--- src/rtl/br_write_arb_if.sv ---
// Writeback bundle between sources A/B, the write arbiter and the br bank.
// Sources drive the master side; the arbiter sits on the slave side.
interface br_write_arb_if #(
  parameter int DW = 32,
  parameter int AW = 5
);
  logic          A_Valid;
  logic [AW-1:0] A_Reg;
  logic [DW-1:0] A_Data;
  logic          A_Ready;

  logic          B_Valid;
  logic [AW-1:0] B_Reg;
  logic [DW-1:0] B_Data;
  logic          B_Ready;

  logic          RegWrite;
  logic [AW-1:0] WriteReg;
  logic [DW-1:0] WriteData;
  logic [1:0]    Pending;

  modport master (
    output A_Valid, A_Reg, A_Data,
    input  A_Ready,
    output B_Valid, B_Reg, B_Data,
    input  B_Ready,
    input  RegWrite, WriteReg, WriteData,
    input  Pending
  );

  modport slave (
    input  A_Valid, A_Reg, A_Data,
    output A_Ready,
    input  B_Valid, B_Reg, B_Data,
    output B_Ready,
    output RegWrite, WriteReg, WriteData,
    output Pending
  );
endinterface

--- src/rtl/br_write_arb.sv ---
// Round-robin arbiter sharing the br write port between two writeback
// sources, each buffered by a one-entry slot with valid/ready handshake.
module br_write_arb #(
  parameter int DW = 32,
  parameter int AW = 5
) (
  input logic           clk,
  input logic           reset,
  br_write_arb_if.slave bus
);

  typedef struct packed {
    logic [AW-1:0] rd;
    logic [DW-1:0] data;
  } slot_t;

  typedef enum logic {
    SRC_A = 1'b0,
    SRC_B = 1'b1
  } src_e;

  logic  full_a, full_a_d;
  logic  full_b, full_b_d;
  slot_t slot_a, slot_a_d;
  slot_t slot_b, slot_b_d;
  src_e  last, last_d;

  logic          we_q, we_d;
  logic [AW-1:0] wr_q, wr_d;
  logic [DW-1:0] wd_q, wd_d;

  logic grant_a, grant_b;
  logic rdy_a, rdy_b;
  logic acc_a, acc_b;

  // Under contention the source that was not granted last wins.
  always_comb begin
    grant_a = full_a & (~full_b | (last == SRC_B));
    grant_b = full_b & (~full_a | (last == SRC_A));
    rdy_a   = ~full_a | grant_a;
    rdy_b   = ~full_b | grant_b;
    acc_a   = bus.A_Valid & rdy_a;
    acc_b   = bus.B_Valid & rdy_b;
  end

  always_comb begin
    full_a_d = acc_a | (full_a & ~grant_a);
    full_b_d = acc_b | (full_b & ~grant_b);
    slot_a_d = slot_a;
    slot_b_d = slot_b;
    last_d   = last;
    we_d     = 1'b0;
    wr_d     = wr_q;
    wd_d     = wd_q;

    if (acc_a) begin
      slot_a_d = '{rd: bus.A_Reg, data: bus.A_Data};
    end
    if (acc_b) begin
      slot_b_d = '{rd: bus.B_Reg, data: bus.B_Data};
    end

    // The pointer only moves on edges where both slots competed.
    if (full_a & full_b) begin
      last_d = grant_a ? SRC_A : SRC_B;
    end

    // A write to x0 still drains its slot but never enables br.
    unique case (1'b1)
      grant_a: begin
        we_d = |slot_a.rd;
        wr_d = slot_a.rd;
        wd_d = slot_a.data;
      end
      grant_b: begin
        we_d = |slot_b.rd;
        wr_d = slot_b.rd;
        wd_d = slot_b.data;
      end
      default: begin
        we_d = 1'b0;
      end
    endcase
  end

  always_ff @(posedge clk or posedge reset) begin
    if (reset) begin
      full_a <= 1'b0;
      full_b <= 1'b0;
      slot_a <= '0;
      slot_b <= '0;
      last   <= SRC_B;
      we_q   <= 1'b0;
      wr_q   <= '0;
      wd_q   <= '0;
    end else begin
      full_a <= full_a_d;
      full_b <= full_b_d;
      slot_a <= slot_a_d;
      slot_b <= slot_b_d;
      last   <= last_d;
      we_q   <= we_d;
      wr_q   <= wr_d;
      wd_q   <= wd_d;
    end
  end

  assign bus.A_Ready   = rdy_a;
  assign bus.B_Ready   = rdy_b;
  assign bus.RegWrite  = we_q;
  assign bus.WriteReg  = wr_q;
  assign bus.WriteData = wd_q;
  assign bus.Pending   = {full_b, full_a};

endmodule

--- src/flat_wrapper.sv ---
// flat-port wrapper written by rule: the top's interface ports become plain ports
module br_write_arb_flat 
#(
  parameter int DW = 32,
  parameter int AW = 5
)
  (clk, reset, bus_A_Valid, bus_A_Reg, bus_A_Data, bus_A_Ready, bus_B_Valid, bus_B_Reg, bus_B_Data, bus_B_Ready, bus_RegWrite, bus_WriteReg, bus_WriteData, bus_Pending);
  br_write_arb_if #(.DW(DW), .AW(AW)) bus_i ();
  input logic clk;
  input logic reset;
  input wire logic [$bits(bus_i.A_Valid)-1:0] bus_A_Valid;
  input wire logic [$bits(bus_i.A_Reg)-1:0] bus_A_Reg;
  input wire logic [$bits(bus_i.A_Data)-1:0] bus_A_Data;
  output wire logic [$bits(bus_i.A_Ready)-1:0] bus_A_Ready;
  input wire logic [$bits(bus_i.B_Valid)-1:0] bus_B_Valid;
  input wire logic [$bits(bus_i.B_Reg)-1:0] bus_B_Reg;
  input wire logic [$bits(bus_i.B_Data)-1:0] bus_B_Data;
  output wire logic [$bits(bus_i.B_Ready)-1:0] bus_B_Ready;
  output wire logic [$bits(bus_i.RegWrite)-1:0] bus_RegWrite;
  output wire logic [$bits(bus_i.WriteReg)-1:0] bus_WriteReg;
  output wire logic [$bits(bus_i.WriteData)-1:0] bus_WriteData;
  output wire logic [$bits(bus_i.Pending)-1:0] bus_Pending;
  assign bus_i.A_Valid = bus_A_Valid;
  assign bus_i.A_Reg = bus_A_Reg;
  assign bus_i.A_Data = bus_A_Data;
  assign bus_A_Ready = bus_i.A_Ready;
  assign bus_i.B_Valid = bus_B_Valid;
  assign bus_i.B_Reg = bus_B_Reg;
  assign bus_i.B_Data = bus_B_Data;
  assign bus_B_Ready = bus_i.B_Ready;
  assign bus_RegWrite = bus_i.RegWrite;
  assign bus_WriteReg = bus_i.WriteReg;
  assign bus_WriteData = bus_i.WriteData;
  assign bus_Pending = bus_i.Pending;
  br_write_arb #(.DW(DW), .AW(AW)) u_core (.clk(clk), .reset(reset), .bus(bus_i));
endmodule
--- config.mk ---
export PLATFORM = sky130hd
export DESIGN_NAME = br_write_arb_flat
export DESIGN_NICKNAME = d
export VERILOG_FILES = /design/src/rtl/br_write_arb_if.sv /design/src/rtl/br_write_arb.sv /design/src/flat_wrapper.sv
export SDC_FILE = /design/constraint.sdc
export NUM_CORES = 1
export LEC_CHECK = 0
export ABC_CLOCK_PERIOD_IN_PS = 5100
export CAP_MARGIN = 20
export CORE_MARGIN = 2
export CORE_UTILIZATION = 30
export DETAILED_ROUTE_END_ITERATION = 8
export PLACE_DENSITY = 0.57
export SYNTH_ARGS = -nofsm -noshare
export SYNTH_HDL_FRONTEND = slang
export SYNTH_SLANG_ARGS = --single-unit
--- constraint.sdc ---
create_clock -name clk -period 5.1 [get_ports clk]
set_input_delay 1.02 -clock clk [delete_from_list [all_inputs] [get_ports clk]]
set_output_delay 1.02 -clock clk [all_outputs]
set_load 0.01 [all_outputs]
[Yosys cells after proc, flatten, opt, wreduce, memory -nomap -nowiden]
Index checks and enable logic that the tools add are counted.
Word-level totals
  register bits after elaboration: 115
  bits in latches: 0
  bits in writable memories: 0
  ROM bits: 0
  output and inout port bits: 42
  logic and storage cells: 35
  memories: 0
Operators by class
  $add $sub $neg: 0
  multiply operators: 0
  div/mod/pow operators: 0
  $lt $le $gt $ge: 0
  eq/ne operators: 0
  shift operators: 0
  mux-type cells: 4
  bitwise gates (word level): 18
  reduce and logical (&&, ||, !) cells: 3
Operators by type and width (count)
  32-bit one-hot mux with 2 select lines: 1
  5-bit one-hot mux with 2 select lines: 1
  5-bit OR reduction: 2
  1-bit AND: 7
  1-bit bitwise OR: 6
  1-bit NOT: 5
  1-bit one-hot mux with 2 select lines: 1
  2-bit nonzero test: 1
  1-bit two-way mux: 1

[Depth between registers and ports, before layout]
Gate-level depths: netlist of the first run.
  depth in word-level cells: 6
  depth in mapped cells: 6
  mapped depth without buffers: 3

[Least setup slack after synthesis of the first run]
OpenSTA, ideal clock, no wires.
  kind: register to output
  start point: register u_core.last
  end point: output bus_A_Ready
  data arrival time: 716 ps
  setup slack: 3364 ps
  cell stages (with the launch flop): 2
  cells stage by stage: dfstp_2 > nand3b_4
Between the ends
  longest elaborated chain between the ends: 3
RTL lines
  start: declaration: RTL line br_write_arb.sv:26  | src_e last, last_d;
  start signal: assignment: RTL line br_write_arb.sv:101  | last <= last_d;
  1-bit bitwise OR: RTL line br_write_arb.sv:38  | grant_a = full_a & (~full_b | (last == SRC_B));
  1-bit AND: RTL line br_write_arb.sv:38
  1-bit bitwise OR: RTL line br_write_arb.sv:40  | rdy_a = ~full_a | grant_a;
  end: declaration: RTL line flat_wrapper.sv:14  | output wire logic [$bits(bus_i.A_Ready)-1:0] bus_A_Ready;
No other way between the ends.

[Final worst setup path of the first run]
  start point: register u_core.full_b
  end point: output bus_B_Ready
Between the ends
  longest elaborated chain between the ends: 2
  elaborated cells on any way between the ends: 3
RTL lines
  start: declaration: RTL line br_write_arb.sv:23  | logic full_b, full_b_d;
  start signal: assignment: RTL line br_write_arb.sv:98  | full_b <= full_b_d;
  1-bit AND / 1-bit NOT (equally long branches): RTL line br_write_arb.sv:39, br_write_arb.sv:41
  1-bit bitwise OR (*): RTL line br_write_arb.sv:41  | rdy_b = ~full_b | grant_b;
  end: declaration: RTL line flat_wrapper.sv:18  | output wire logic [$bits(bus_i.B_Ready)-1:0] bus_B_Ready;
Every way passes the cells marked *; elsewhere a longest branch is shown, timed or not.

==> impl_metrics.env, run 1 <==
export IMPL_result_of_the_run="completed"
export IMPL_globalRoute_totalOverflow=0
export IMPL_min_period_over_period_pct=54.0
export IMPL_number_of_global_route_vias_before_repair=3300
export IMPL_holdBufCountCts=0
export IMPL_gr_usage_all_layers_pct=14.3
export IMPL_layout_core_utilization_pct=42.4
export IMPL_drive_above_1_share_pct=30.5
export IMPL_arrival_ps=1730
export IMPL_critical_path_required_ps=4080
export IMPL_finalHoldWorstSlack_ps=485
export IMPL_final_setup_skew_ps=6.40
export IMPL_drtPass1Iterations=4
export IMPL_postPlaceCellArea_um2=6080
export IMPL_cts_inserted_buffers=17
export IMPL_synth_largest_area_cell="sky130_fd_sc_hd__dfrtp_1"
export IMPL_die_height_um=130
export IMPL_maxClockFrequency_mhz=363
export IMPL_initialDrtViolationCount=104
export IMPL_fin_crit_ps=2750
export IMPL_synth_top_flop_cell="sky130_fd_sc_hd__dfrtp_1"
export IMPL_drt_total_wl_um=11200
export IMPL_max_slew_worst_pin_slew_ps=1050
export IMPL_worstPathBufferInverterCount=1
export IMPL_number_of_buffers_inserted_by_port_buffering=119
export IMPL_layout_area_overhead_vs_synth_pct=39.3
export IMPL_die_area_um2=17000
export IMPL_synth_seq_cells=115
export IMPL_cts_root_to_sink_buffers=2
export IMPL_final_hold_viol_count=0
export IMPL_post_drt_wl_per_cell_um=16.8
export IMPL_core_rowCount=46
export IMPL_power_ir_vdd_worst_mv=0.237
export IMPL_cts_reportedPaths_clkPinSlew_ps=50
export IMPL_remaining_drc_errors=0
export IMPL_mappedNetlistArea_um2=4780
export IMPL_pin_count=120
export IMPL_antenna_diode_count=0
export IMPL_setup_tns_ps=0
export IMPL_yosysTopAreaCellShare_pct=59.7
export IMPL_number_of_antenna_violations_at_the_first_check_in_global_routing=0
export IMPL_dp_final_hpwl_um=7220
export IMPL_timing_final_max_slew_violations=0
export IMPL_netlist_top_cells_count="sky130_fd_sc_hd__dfrtp_1, sky130_fd_sc_hd__mux2_2, sky130_fd_sc_hd__mux2_4, sky130_fd_sc_hd__o221a_2, sky130_fd_sc_hd__or2_1"
export IMPL_initial_core_util_pct=30.4
export IMPL_leakage_nw=2.82
export IMPL_fin_nets=516
export IMPL_ys_warn_count=0
export IMPL_min_path_type="flop to flop"
export IMPL_synth_lib_cells_used_distinct=25
export IMPL_antenna_left=0
export IMPL_fp_dieW_um=130
export IMPL_floorplan_core_area_um2=15700
export IMPL_critical_path_startpoint_type="flop"
export IMPL_first_pass_grt_wire_length_um=17800
export IMPL_vias_per_cell=4.51
export IMPL_synthMostInstantiatedCell="sky130_fd_sc_hd__dfrtp_1"
export IMPL_path_class="flop to output port"
export IMPL_ctsHtreeMaxLevel=4
export IMPL_max_slew_margin_rel_pct=29.6
export IMPL_cts_tree="built"
export IMPL_synthArstFlopShare_pct=100
export IMPL_critical_path_end_type="output port"
export IMPL_critical_path_top_delay_family="flip-flops"
export IMPL_gp_congestion=0.680
export IMPL_setup_viol=0
export IMPL_stdcell_area_um2=6660
export IMPL_synth_enable_flop_cells=0
export IMPL_grt_max_degree=84
export IMPL_power_per_cell_area_nw_per_um2=549
export IMPL_maxCapViolations=0
export IMPL_cp_max_fo=9
export IMPL_syn_nets=396
export IMPL_detailroute_via_count=2997
export IMPL_netlist_top_cells_area="sky130_fd_sc_hd__dfrtp_1, sky130_fd_sc_hd__mux2_2, sky130_fd_sc_hd__mux2_4"
export IMPL_postSynthAreaPerCell_um2=15.0
export IMPL_synth_sequential_area_ratio_pct=60.2
export IMPL_rsz_0062_raised_after_global_routing="no"
export IMPL_cts_root_buffer_cell="sky130_fd_sc_hd__clkbuf_16"
export IMPL_cts_repair_resize_count=0
export IMPL_timing_critical_path_slowest_stage_cell="sky130_fd_sc_hd__dfrtp_1"
export IMPL_worstPathCellList="nand3_2 > clkdlybuf4s50_1"
export IMPL_clock_latency_ps=410
export IMPL_cpPeakStageDelay_ps=560
export IMPL_post_cts_setup_buffer_count=0
export IMPL_syn_instance_count=318
export IMPL_numClockSinks=115
-- cell usage in the layout, fill, tap and decap left out --
cell	instances
sky130_fd_sc_hd__and2_1	1
sky130_fd_sc_hd__mux2_4	30
sky130_fd_sc_hd__buf_12	1
sky130_fd_sc_hd__dfrtp_1	114
sky130_fd_sc_hd__clkbuf_16	17
sky130_fd_sc_hd__nand3b_4	1
sky130_fd_sc_hd__clkbuf_8	5
sky130_fd_sc_hd__nand2b_1	3
sky130_fd_sc_hd__dfstp_2	1
sky130_fd_sc_hd__or4_1	2
sky130_fd_sc_hd__nand2_1	4
sky130_fd_sc_hd__clkbuf_1	3
sky130_fd_sc_hd__nand3_2	1
sky130_fd_sc_hd__o221a_1	2
sky130_fd_sc_hd__a21oi_1	13
sky130_fd_sc_hd__or2_1	18
sky130_fd_sc_hd__nand2_4	2
sky130_fd_sc_hd__inv_1	13
sky130_fd_sc_hd__o22ai_1	14
sky130_fd_sc_hd__nor2_1	2
sky130_fd_sc_hd__clkinv_2	4
sky130_fd_sc_hd__o221a_2	22
sky130_fd_sc_hd__clkdlybuf4s50_1	119
sky130_fd_sc_hd__mux2_2	42
sky130_fd_sc_hd__buf_4	1
sky130_fd_sc_hd__bufinv_16	1
sky130_fd_sc_hd__or2_2	7
sky130_fd_sc_hd__inv_4	1
sky130_fd_sc_hd__a21bo_4	1
sky130_fd_sc_hd__mux2_1	4
-- power by group --
group	internal [mW]	leakage, nW	total, mW	switching, mW
combinational	0.681	1.22	1.11	0.430
clock	0.724	0.279	1.11	0.385
sequential	1.23	1.32	1.44	0.206
-- metal layers --
metal  track usage, %  vias up  wire (µm)  share of wire (%)
met3             5.54       14        714                6.4
met2             21.2       91       5050                 45
met4             4.55        0        125                1.1
met1             19.4     1507       5290                 47
met5                0        -          0                  0
li1                 -     1385          -                  -
-- registers in the layout, indices dropped and copies added, names as in the netlist --
register,count
u_core.bus.RegWrite,1
u_core.bus.WriteData,32
u_core.bus.WriteReg,5
u_core.full_a,1
u_core.full_b,1
u_core.last,1
u_core.slot_a,37
u_core.slot_b,37
-- stage by stage --
step	total power, mW	std cells	setup slack (ps)
final	3.66	665	2350
after global routing	3.87	665	2220
after CTS	3.72	664	2300
after detailed placement	2.58	634	2350
after global placement	2.55	634	2370
after floorplan	2.05	318	1040
-- final timing paths --
| kind | from | endpoint | slack [ps] | depth (start not counted) |
|---|---|---|---|---|
| min in group asynchronous | reset | u_core.slot_a[1] | 1000 | 2 |
| max in group asynchronous | reset | u_core.slot_b[17] | 3290 | 3 |
| worst max-delay path | u_core.full_b | bus_B_Ready | 2350 | 2 |
| worst min register to register | u_core.slot_b[16] | u_core.slot_b[16] | 480 | 1 |
| worst max register to register | u_core.last | u_core.bus.WriteData[3] | 3080 | 3 |
| worst min-delay path | u_core.slot_b[16] | u_core.slot_b[16] | 480 | 1 |
-- cells by family (layout without fill, tap and decap cells) --
kind of cell / count (synthesis) / count (layout) / synth area share (%)
buffers and inverters: 34 / 165 / 4.63
DFF: 115 / 115 / 60.2
muxes: 76 / 76 / 20.3
and+or+nand+nor: 41 / 41 / 5.68
AOI/OAI and AO/OA: 52 / 52 / 9.19
-- area by class of cell --
| cell class | count | area [µm²] |
|---|---|---|
| clock inverter | 5 | 50.0 |
| fill | 1456 | 9050 |
| sequential | 115 | 2880 |
| inverter | 14 | 55.1 |
| timing repair buffer | 121 | 1220 |
| clock buffer | 25 | 505 |
| tap | 216 | 270 |
| multi-input combinational | 169 | 1680 |
Note: power is estimated with default switching activity, not from simulation.
==> run 2, diff against run 1 <==
Settings changed: ABC_CLOCK_PERIOD_IN_PS 5100 to 2260, PLACE_DENSITY 0.57 to 0.59.
Clock period 5.1 ns to 2.26 ns, I/O delays scaled along.
==> run 2 against run 1 <==
  * Die area is the same
  * Non-clock buffer count grew 4
  * Sequential power grew 120%
  * Sequential share of layout area shrank 0.27 points
  * Largest cell class unchanged
==> impl_metrics.env, run 2 (same netlist as run 1, synthesis figures left out) <==
export IMPL_setup_viol=0
export IMPL_cts_inserted_buffers=17
export IMPL_initial_core_util_pct=30.4
export IMPL_stdcell_area_um2=6700
export IMPL_result_of_the_run="completed"
export IMPL_clock_group_share_of_total_power_pct=29.2
export IMPL_cpPeakStageDelay_ps=580
export IMPL_die_area_um2=17000
export IMPL_gp_congestion=0.739
export IMPL_ctsHtreeMaxLevel=4
export IMPL_core_rowCount=46
export IMPL_cts_repair_resize_count=0
export IMPL_fin_nets=520
export IMPL_holdBufCountCts=0
export IMPL_critical_path_end_type="output port"
export IMPL_post_drt_wl_per_cell_um=16.5
export IMPL_drt_total_wl_um=11000
export IMPL_post_route_worst_setup_slack_ps=87.7
export IMPL_critical_path_top_delay_family="flip-flops"
export IMPL_cp_max_fo=5
export IMPL_maxClockFrequency_mhz=460
export IMPL_cts_tree="built"
export IMPL_setup_tns_ps=0
export IMPL_number_of_antenna_violations_at_the_first_check_in_global_routing=0
export IMPL_most_used_cells_in_the_layout_excluding_fill_and_tap_cells="sky130_fd_sc_hd__clkdlybuf4s50_1, sky130_fd_sc_hd__dfrtp_1, sky130_fd_sc_hd__mux2_2"
export IMPL_leakage_nw=2.83
export IMPL_floorplan_core_area_um2=15700
export IMPL_fill_cells=1439
export IMPL_min_period_over_period_pct=96.1
export IMPL_numClockSinks=115
export IMPL_globalRoute_totalOverflow=0
export IMPL_layout_commonest_cell="sky130_fd_sc_hd__clkdlybuf4s50_1"
export IMPL_post_cts_setup_buffer_count=0
export IMPL_cts_root_to_sink_buffers=2
export IMPL_postPlaceCellArea_um2=6170
export IMPL_fp_dieW_um=130
export IMPL_min_path_type="input pin to asynchronous set/reset pin"
export IMPL_drive_above_1_share_pct=31.2
export IMPL_grt_max_degree=68
export IMPL_number_of_global_route_vias_before_repair=3352
export IMPL_arrival_ps=1720
export IMPL_cts_reportedPaths_clkPinSlew_ps=50
export IMPL_vias_per_cell=4.56
export IMPL_p_int_mw=5.87
export IMPL_gr_usage_all_layers_pct=14.1
export IMPL_share_seq_of_total_power_pct=39.5
export IMPL_antenna_diode_count=0
export IMPL_pin_count=120
export IMPL_antenna_left=0
export IMPL_cts_root_buffer_cell="sky130_fd_sc_hd__clkbuf_16"
export IMPL_timing_critical_path_slowest_stage_cell="sky130_fd_sc_hd__dfstp_2"
export IMPL_dp_final_hpwl_um=7110
export IMPL_p_comb_share_pct=31.3
export IMPL_power_per_cell_area_nw_per_um2=1220
export IMPL_max_slew_worst_pin_slew_ps=873
export IMPL_critical_path_startpoint_type="flop"
export IMPL_switching_power_mw=2.29
export IMPL_fin_crit_ps=2170
export IMPL_number_of_buffers_inserted_by_port_buffering=119
export IMPL_drtPass1Iterations=4
export IMPL_initialDrtViolationCount=117
export IMPL_worstPathCellList="nand3b_4 > clkdlybuf4s50_1"
export IMPL_critical_path_required_ps=1810
export IMPL_die_height_um=130
export IMPL_path_class="flop to output port"
export IMPL_netSwitchingFraction_pct=28.1
export IMPL_power_ir_vdd_worst_mv=0.619
export IMPL_final_setup_skew_ps=6.86
export IMPL_worstPathBufferInverterCount=1
export IMPL_first_pass_grt_wire_length_um=17900
export IMPL_timing_final_max_slew_violations=0
export IMPL_max_slew_margin_rel_pct=41.8
export IMPL_remaining_drc_errors=0
export IMPL_preCtsSetupSlack_ps=453
export IMPL_detailroute_via_count=3049
export IMPL_maxCapViolations=0
export IMPL_clock_latency_ps=400
export IMPL_final_hold_viol_count=0
export IMPL_layout_area_overhead_vs_synth_pct=40.2
export IMPL_rsz_0062_raised_after_global_routing="no"
-- run 2: cell types whose count changed in the layout (fill, tap and decap cells not counted) --
cell / previous run / this run
sky130_fd_sc_hd__buf_12: 1 / 4
sky130_fd_sc_hd__clkinvlp_4: 0 / 2
sky130_fd_sc_hd__buf_4: 1 / 2
sky130_fd_sc_hd__bufinv_16: 1 / 0
sky130_fd_sc_hd__clkbuf_1: 3 / 2
sky130_fd_sc_hd__inv_4: 1 / 0
-- run 2: worst paths after layout --
check                      slack [ps]  cells after the start              start                  endpoint
max                                90                      2        u_core.last               bus_A_Ready
min                               300                      2              reset         u_core.slot_a[30]
max reg2reg                       510                      3      u_core.full_a  u_core.bus.WriteData[21]
min reg2reg                       480                      1  u_core.slot_b[14]         u_core.slot_b[14]
max in group asynchronous        1380                      3              reset  u_core.bus.WriteData[13]
min in group clk                  480                      1  u_core.slot_b[14]         u_core.slot_b[14]
-- run 2: power by group through the flow --
| stage | combinational [mW] | clock (mW) | sequential, mW |
|---|---|---|---|
| final | 2.55 | 2.38 | 3.22 |
| after global routing | 2.79 | 2.55 | 3.32 |
| after CTS | 2.61 | 2.46 | 3.23 |
| after detailed placement | 2.61 | 0 | 3.24 |
| after global placement | 2.57 | 0 | 3.23 |
| after floorplan | 1.34 | 0 | 3.28 |
-- run 2: cell type report --
cell class / count / area [µm²] / area share, %
multi-input combinational: 169 / 1680 / 25.1
clock buffer: 24 / 502 / 7.49
sequential: 115 / 2880 / 43.0
inverter: 14 / 56.3 / 0.840
tap: 216 / 270 / 4.03
clock inverter: 5 / 27.5 / 0.411
timing repair buffer: 125 / 1290 / 19.2
-- run 2: stage by stage --
stage | instances | util, % | hold WS [ps] | power, mW
floorplan | 318 | - | 456 | 4.63
global placement | 639 | 39.3 | 468 | 5.79
detailed placement | 639 | 39.3 | 478 | 5.85
CTS | 668 | 42.6 | 274 | 8.30
global route | 668 | 42.6 | 280 | 8.65
finish | 668 | 42.6 | 300 | 8.16
-- run 2: metal layers --
metal	global-route usage [%]	part of all wire (%)	wire length [µm]
met5	0	0	0
met4	5.00	1.3	142
met3	5.08	5.9	652
met2	22.6	48	5270
met1	17.6	45	4960
==> run 3, diff against run 2 <==
Settings changed: CAP_MARGIN 20 to unset.
==> results of run 3 <==
No change in the layout: final DEF, timing and power equal those of run 2.
